===== config.mk =====
export PLATFORM = sky130hd
export DESIGN_NAME = sos_cascade_engine
export DESIGN_NICKNAME = d
export VERILOG_FILES = /design/src/rtl/sos_pkg.sv /design/src/rtl/sos_mac.sv /design/src/rtl/sos_cascade_engine.sv
export SDC_FILE = /design/constraint.sdc
export NUM_CORES = 2
export LEC_CHECK = 0
export BUFFER_PORTS_ARGS = -buffer_cell sky130_fd_sc_hd__buf_2
export CAP_MARGIN = 10
export CORE_MARGIN = 2
export CORE_UTILIZATION = 60
export CTS_CLUSTER_DIAMETER = 150
export DETAILED_ROUTE_END_ITERATION = 6
export PLACE_DENSITY_LB_ADDON = 0.25
export SLEW_MARGIN = 10
export SYNTH_ARGS = -nofsm -noshare
export SYNTH_HDL_FRONTEND = slang
export SYNTH_SLANG_ARGS = --single-unit

===== constraint.sdc =====
create_clock -name CLK -period 22.5 [get_ports CLK]
set_clock_uncertainty 0.2 [all_clocks]
set_input_delay 1.125 -clock CLK [delete_from_list [all_inputs] [get_ports CLK]]
set_output_delay 1.125 -clock CLK [all_outputs]
set_load 0.005 [all_outputs]

===== src/rtl/sos_pkg.sv =====
// Shared constants, FSM encoding and saturation helper
// for the cascaded biquad engine.
package sos_pkg;

  localparam int SOS_BW   = 9;
  localparam int SOS_CW   = 9;
  localparam int SOS_FRAC = 7;
  localparam int SOS_N    = 4;
  localparam int SOS_SW   = 4;
  localparam int ACC_W    = SOS_BW + SOS_CW + 3;

  localparam logic [2:0] IDX_B0 = 3'd0;
  localparam logic [2:0] IDX_B1 = 3'd1;
  localparam logic [2:0] IDX_B2 = 3'd2;
  localparam logic [2:0] IDX_A1 = 3'd3;
  localparam logic [2:0] IDX_A2 = 3'd4;

  localparam logic signed [ACC_W-1:0] SAT_HI =
    ACC_W'(2 ** (SOS_BW - 1) - 1);
  localparam logic signed [ACC_W-1:0] SAT_LO = ~SAT_HI;

  typedef enum logic [1:0] {
    IDLE,
    CALC,
    OUT
  } state_e;

  function automatic logic signed [SOS_BW-1:0] sat_bw(
    input logic signed [ACC_W-1:0] v
  );
    if (v > SAT_HI) return SAT_HI[SOS_BW-1:0];
    if (v < SAT_LO) return SAT_LO[SOS_BW-1:0];
    return v[SOS_BW-1:0];
  endfunction

endpackage


===== src/rtl/sos_mac.sv =====
// One Direct-Form-II biquad section: feedback, feedforward,
// floor shift and saturation, fully combinational.
import sos_pkg::*;

module sos_mac #(
  parameter int BW   = SOS_BW,
  parameter int CW   = SOS_CW,
  parameter int FRAC = SOS_FRAC
) (
  input  logic signed [BW-1:0] x,
  input  logic signed [BW-1:0] w1,
  input  logic signed [BW-1:0] w2,
  input  logic signed [CW-1:0] b0,
  input  logic signed [CW-1:0] b1,
  input  logic signed [CW-1:0] b2,
  input  logic signed [CW-1:0] a1,
  input  logic signed [CW-1:0] a2,
  output logic signed [BW-1:0] w,
  output logic signed [BW-1:0] y
);

  localparam int PW = BW + CW;
  localparam int AW = BW + CW + 3;

  logic signed [PW-1:0] p_a1, p_a2;
  logic signed [PW-1:0] p_b0, p_b1, p_b2;
  logic signed [AW-1:0] acc_w, acc_y;
  logic signed [BW-1:0] w_sat;

  always_comb begin
    p_a1  = a1 * w1;
    p_a2  = a2 * w2;
    // x is an integer sample; align it to the Q(FRAC) products
    acc_w = (AW'(x) <<< FRAC)
          - AW'(p_a1) - AW'(p_a2);
    w_sat = sat_bw(acc_w >>> FRAC);
    p_b0  = b0 * w_sat;
    p_b1  = b1 * w1;
    p_b2  = b2 * w2;
    acc_y = AW'(p_b0) + AW'(p_b1) + AW'(p_b2);
    y     = sat_bw(acc_y >>> FRAC);
  end

  assign w = w_sat;

endmodule


===== src/rtl/sos_cascade_engine.sv =====
// Time-multiplexed biquad cascade: one shared MAC walks
// every section, one per clock, for each accepted sample.
import sos_pkg::*;

module sos_cascade_engine #(
  parameter int BW      = SOS_BW,
  parameter int No_SOS  = SOS_N,
  parameter int CW      = SOS_CW,
  parameter int FRAC    = SOS_FRAC,
  parameter int STAGE_W = SOS_SW
) (
  input  logic                   CLK,
  input  logic                   RESET,
  input  logic                   clear,
  input  logic signed [BW-1:0]   in_data,
  input  logic                   in_valid,
  output logic                   in_ready,
  output logic signed [BW-1:0]   out_data,
  output logic                   out_valid,
  input  logic                   out_ready,
  input  logic                   coef_we,
  input  logic [STAGE_W+2:0]     coef_addr,
  input  logic signed [CW-1:0]   coef_wdata
);

  localparam logic [STAGE_W-1:0] LAST =
    STAGE_W'(No_SOS - 1);
  localparam logic signed [CW-1:0] ONE =
    CW'(1 << FRAC);

  typedef logic signed [BW-1:0] smp_t;
  typedef logic signed [CW-1:0] cf_t;

  state_e             state_q, state_d;
  logic [STAGE_W-1:0] sec_q, sec_d;
  smp_t               x_q, x_d;
  smp_t               out_q, out_d;
  smp_t               w1_q [No_SOS];
  smp_t               w1_d [No_SOS];
  smp_t               w2_q [No_SOS];
  smp_t               w2_d [No_SOS];
  cf_t                coef_q [No_SOS][5];
  cf_t                coef_d [No_SOS][5];

  logic [STAGE_W-1:0] csec;
  logic [2:0]         cidx;
  logic               coef_hit;
  smp_t               mac_w, mac_y;

  assign csec     = coef_addr[STAGE_W+2:3];
  assign cidx     = coef_addr[2:0];
  assign coef_hit = coef_we && (cidx <= IDX_A2)
                 && (csec <= LAST);

  sos_mac #(
    .BW   (BW),
    .CW   (CW),
    .FRAC (FRAC)
  ) u_mac (
    .x  (x_q),
    .w1 (w1_q[sec_q]),
    .w2 (w2_q[sec_q]),
    .b0 (coef_q[sec_q][IDX_B0]),
    .b1 (coef_q[sec_q][IDX_B1]),
    .b2 (coef_q[sec_q][IDX_B2]),
    .a1 (coef_q[sec_q][IDX_A1]),
    .a2 (coef_q[sec_q][IDX_A2]),
    .w  (mac_w),
    .y  (mac_y)
  );

  always_comb begin
    state_d = state_q;
    sec_d   = sec_q;
    x_d     = x_q;
    out_d   = out_q;
    w1_d    = w1_q;
    w2_d    = w2_q;
    coef_d  = coef_q;
    if (coef_hit) coef_d[csec][cidx] = coef_wdata;
    if (clear) begin
      for (int s = 0; s < No_SOS; s++) begin
        w1_d[s] = '0;
        w2_d[s] = '0;
      end
      state_d = IDLE;
      sec_d   = '0;
    end else begin
      unique case (state_q)
        IDLE: begin
          if (in_valid) begin
            x_d     = in_data;
            sec_d   = '0;
            state_d = CALC;
          end
        end
        CALC: begin
          w2_d[sec_q] = w1_q[sec_q];
          w1_d[sec_q] = mac_w;
          x_d         = mac_y;
          if (sec_q == LAST) begin
            out_d   = mac_y;
            state_d = OUT;
          end else begin
            sec_d = sec_q + 1'b1;
          end
        end
        OUT: begin
          if (out_ready) state_d = IDLE;
        end
        default: state_d = IDLE;
      endcase
    end
  end

  always_ff @(posedge CLK or negedge RESET) begin
    if (!RESET) begin
      state_q <= IDLE;
      sec_q   <= '0;
      x_q     <= '0;
      out_q   <= '0;
      for (int s = 0; s < No_SOS; s++) begin
        w1_q[s] <= '0;
        w2_q[s] <= '0;
        for (int i = 0; i < 5; i++) begin
          coef_q[s][i] <= (i == 0) ? ONE : '0;
        end
      end
    end else begin
      state_q <= state_d;
      sec_q   <= sec_d;
      x_q     <= x_d;
      out_q   <= out_d;
      w1_q    <= w1_d;
      w2_q    <= w2_d;
      coef_q  <= coef_d;
    end
  end

  assign in_ready  = (state_q == IDLE) && !clear;
  assign out_valid = (state_q == OUT);
  assign out_data  = out_q;

endmodule

==> impl_summary.txt <==
----------------------------------------------------
[Synthesis]
  Yosys cell types ... 74
  Combined area of all synthesized cells ... around 0.030 mm²
  Post-synthesis async set-or-reset flop share ... 100%
  Sequential-to-total area share from yosys stat ... roughly 23%
  Net count of the mapped netlist ... between 3000 and 4000
  Total number of yosys warnings ... 0
  Most frequently used flop master after synthesis ... sky130_fd_sc_hd__dfrtp_1
  Count of flip-flops with a built-in enable after synthesis ... 0
  Cells after Synth ... 2756
  Syn Area/Cell ... 10.8 µm²
  Number of flip-flops and latches in the synthesized netlist ... roughly 280

[CTS]
  Hold-fix buffers at CTS ... 0
  Worst-case clock buffer depth ... 3
  Clock root cell ... sky130_fd_sc_hd__clkbuf_16
  Count of cells resized by post-cts repair ... 0
  Clock slew seen by the registers of the worst setup and hold paths ... 0.06 ns
  H-tree lvl count ... 1
  Insertion delay to the later sink of the worst-skew pair ... roughly 0.6 ns
  TritonCTS clock tree ... done
  CTS sink count ... between 200 and 300
  Post-CTS setup buffer count ... 0
  Num CTS Buffers ... 30

[Global route]
  Vias in the first global route ... ~21000
  Total global routing overflow ... 0
  Wire length of the first global-routing pass ... approximately 120000 µm
  Initial antenna violation count ... 1
  Global-route total usage across every layer ... 30.3%
  Pin count of the biggest net entering global routing ... around 210

[STA]
  Number of max-slew violations in the final report ... 0
  Slew Limit Headroom ... 25.0%
  Final worst hold slack ... 0.267 ns
  Actual transition at the worst max-transition pin ... 1.12 ns
  Final critical path time including I/O delays and setup ... 17.07 ns
  Period utilisation layout ... 75.9%
  Aggregate negative setup slack ... 0 ns
  Unrepaired setup endpoints after global routing ... no
  Setup Viol. Count Final ... 0
  Highest clock frequency the design can meet ... 0.0586 GHz
  Endpoints failing hold ... 0

[Route]
  Total wirelength of the detailed-routed design ... 73700 µm
  Detailed-route wire length per cell ... 21.5 µm
  Number of detailed-routing iterations run before antenna repair ... 7
  Initial DRC Count ... ~1400
  Average via count per standard cell ... 5.80
  Vias ... 19900
  Count of nets left with antenna violations after detail routing ... 0
  Remaining design rule violation count ... 0

[Setup path]
  Largest fanout on the critical path ... 64
  Element type at the critical path end ... flop
  Startpoint type of the worst setup path ... flop
  Cell with the most instances on the worst path ... sky130_fd_sc_hd__fa_1
  Critical Path Slowest Stage Cell ... sky130_fd_sc_hd__buf_4
  Arrival @ worst endpoint ... 17.28 ns
  Data required time of the worst path ... 22.71 ns
  Largest stage delay on the critical path ... 0.84 ns
  Type of the worst setup path ... flop to flop

[Floorplanning]
  DIE HEIGHT ... between 200 and 250 µm
  Initial standard-cell utilization of the core ... a little over 60%
  Overall die width ... between 200 and 250 µm
  Total Die Area ... a little over 0.05 mm²
  Boundary Pins ... 42
  Area of the core ... 0.0490 mm²
  Placement Rows ... 81

[Placed design]
  DP Wirelength ... 58000 µm
  Number of port buffers ... 41
  Last weighted congestion value of the routability-driven placer ... 0.949
  Placed Cells ... 3381
  Placed instance area ... between 0.03 and 0.04 mm²

[Layout]
  Synth-to-layout area growth ... 6.14%
  Antenna Diode Count ... 0
  Final Instance Count excl. Fillers ... 3436
  Layout Cell Area excl Fill ... 0.0316 mm²
  Final net count ... 3431
  Share of final-layout standard cells stronger than drive strength 1 ... 14.2%

[Flow run]
  Number of violations of the max-capacitance limit ... 0

[Outcome]
  Status ... finished clean

[Min path]
  Type of the most critical hold path ... flop to flop

----------------------------------------------------
[path summary, 6_finish.rpt]
kind / startpoint / end / slack (ns) / cells after the start
worst max register to register: sec_q[1] / x_q[0] / 5.43 / 52
min in group asynchronous: RESET / state_q[1] / 0.30 / 1
worst min register to register: out_data[2] / out_data[2] / 0.27 / 2
max in group asynchronous: RESET / coef_q[171] / 20.34 / 2
worst max-delay path: sec_q[1] / x_q[0] / 5.43 / 52
worst min-delay path: out_data[2] / out_data[2] / 0.27 / 2
[synthesized netlist by cell type, types with 3 or more instances]
| master | instances | area share [%] |
|---|---|---|
| sky130_fd_sc_hd__a22o_1 | 32 | 0.94 |
| sky130_fd_sc_hd__nor2_1 | 121 | 1.5 |
| sky130_fd_sc_hd__a211oi_1 | 8 | 0.20 |
| sky130_fd_sc_hd__clkbuf_1 | 91 | 1.1 |
| sky130_fd_sc_hd__buf_4 | 4 | 0.10 |
| sky130_fd_sc_hd__a21o_1 | 17 | 0.43 |
| sky130_fd_sc_hd__nand3b_1 | 3 | 0.076 |
| sky130_fd_sc_hd__a311oi_1 | 3 | 0.088 |
| sky130_fd_sc_hd__nor4_1 | 12 | 0.25 |
| sky130_fd_sc_hd__or2_2 | 8 | 0.17 |
| sky130_fd_sc_hd__fa_1 | 481 | 32 |
| sky130_fd_sc_hd__nand3_1 | 19 | 0.32 |
| sky130_fd_sc_hd__mux2i_1 | 13 | 0.44 |
| sky130_fd_sc_hd__nor3_1 | 15 | 0.25 |
| sky130_fd_sc_hd__o211ai_1 | 8 | 0.20 |
| sky130_fd_sc_hd__nand2_1 | 277 | 3.5 |
| sky130_fd_sc_hd__xor2_1 | 7 | 0.21 |
| sky130_fd_sc_hd__nand2b_1 | 30 | 0.63 |
| sky130_fd_sc_hd__or3_1 | 3 | 0.063 |
| sky130_fd_sc_hd__o21ai_1 | 4 | 0.067 |
| sky130_fd_sc_hd__o21ai_0 | 75 | 1.3 |
| sky130_fd_sc_hd__ha_1 | 170 | 7.1 |
| sky130_fd_sc_hd__inv_1 | 514 | 6.5 |
| sky130_fd_sc_hd__xnor2_1 | 36 | 1.1 |
| sky130_fd_sc_hd__dfstp_2 | 4 | 0.35 |
| sky130_fd_sc_hd__o2111ai_1 | 3 | 0.088 |
| sky130_fd_sc_hd__a31oi_1 | 8 | 0.17 |
| sky130_fd_sc_hd__mux2_2 | 194 | 7.3 |
| sky130_fd_sc_hd__nand4_1 | 12 | 0.25 |
| sky130_fd_sc_hd__buf_1 | 5 | 0.063 |
| sky130_fd_sc_hd__o21bai_1 | 5 | 0.13 |
| sky130_fd_sc_hd__and2_1 | 139 | 2.9 |
| sky130_fd_sc_hd__a21oi_1 | 41 | 0.69 |
| sky130_fd_sc_hd__mux4_2 | 51 | 3.9 |
| sky130_fd_sc_hd__o31ai_1 | 8 | 0.20 |
| sky130_fd_sc_hd__dfrtp_1 | 272 | 23 |
| sky130_fd_sc_hd__nor2b_1 | 5 | 0.11 |
| sky130_fd_sc_hd__o21a_1 | 11 | 0.28 |
| sky130_fd_sc_hd__and3_1 | 3 | 0.063 |
[worst max-delay path: cells and delay by family (launching register included)]
| family | cells | cell delay, ns |
|---|---|---|
| mux | 1 | 0.17 |
| simple gates | 9 | 1.88 |
| fa+ha+maj | 17 | 8.23 |
| xor+xnor | 1 | 0.16 |
| buf+inv | 13 | 2.65 |
| flops | 1 | 0.58 |
| compound gates | 11 | 3.00 |
[flip-flops by register name, summed over array words and instances, names as in the netlist]
| signal | cells |
|---|---|
| coef_q | 180 |
| out_data | 9 |
| sec_q | 4 |
| state_q | 2 |
| w1_q | 36 |
| w2_q | 36 |
| x_q | 9 |
[metrics by stage]
step,utilization (%),worst slack (ns)
finish,64.5,5.43
global route,64.5,4.36
CTS,64.5,5.40
detailed placement,62.5,5.43
global placement,62.5,5.78
floorplan,-,6.36
[cells by family (layout without fill, tap and decap cells)]
group | Yosys count | count (layout) | synth area share [%]
and+or+nand+nor | 658 | 658 | 10.6
muxes | 259 | 259 | 11.7
xor gates and xnor gates | 45 | 45 | 1.37
adders and majority gates | 651 | 651 | 39.5
AOI/OAI and AO/OA | 249 | 249 | 5.80
DFF | 276 | 276 | 23.2
buffers and inverters | 618 | 634 | 7.87
[per-layer routing]
metal  up-vias  track usage [%]  share of wire, %
met3       128             6.06               7.0
met4         0             8.09               2.8
met1     10400             42.6                43
met5         -                0                 0
li1       8719                -                 -
met2       671             48.7                48
[final cells by class]
class | instances | area (µm²)
multi-input cells | 1862 | 20500
fillers | 3876 | 17400
flip-flops and latches | 276 | 6920
inverters | 516 | 1940
clock buffers | 40 | 838
well taps | 664 | 831
repair buffers | 63 | 393
clock inverters | 15 | 150
[placed cells by master (no fill, tap or decap), types with 11 or more instances in the layout]
master                      count
sky130_fd_sc_hd__o21a_1        11
sky130_fd_sc_hd__buf_4         21
sky130_fd_sc_hd__clkbuf_16     30
sky130_fd_sc_hd__a21oi_1       40
sky130_fd_sc_hd__mux2i_1       13
sky130_fd_sc_hd__ha_1         170
sky130_fd_sc_hd__mux4_2        51
sky130_fd_sc_hd__and2_1       139
sky130_fd_sc_hd__buf_2         40
sky130_fd_sc_hd__a22o_1        32
sky130_fd_sc_hd__nor3_1        15
sky130_fd_sc_hd__xnor2_1       35
sky130_fd_sc_hd__mux2_2       194
sky130_fd_sc_hd__nand4_1       12
sky130_fd_sc_hd__dfrtp_1      270
sky130_fd_sc_hd__a21o_1        17
sky130_fd_sc_hd__o21ai_0       74
sky130_fd_sc_hd__nand2b_1      30
sky130_fd_sc_hd__nor2_1       120
sky130_fd_sc_hd__nand2_1      277
sky130_fd_sc_hd__inv_1        514
sky130_fd_sc_hd__nand3_1       19
sky130_fd_sc_hd__nor4_1        12
sky130_fd_sc_hd__fa_1         481
Power is not shown: default switching activity piles up to over one toggle a cycle in this logic, so the estimate is an artifact.
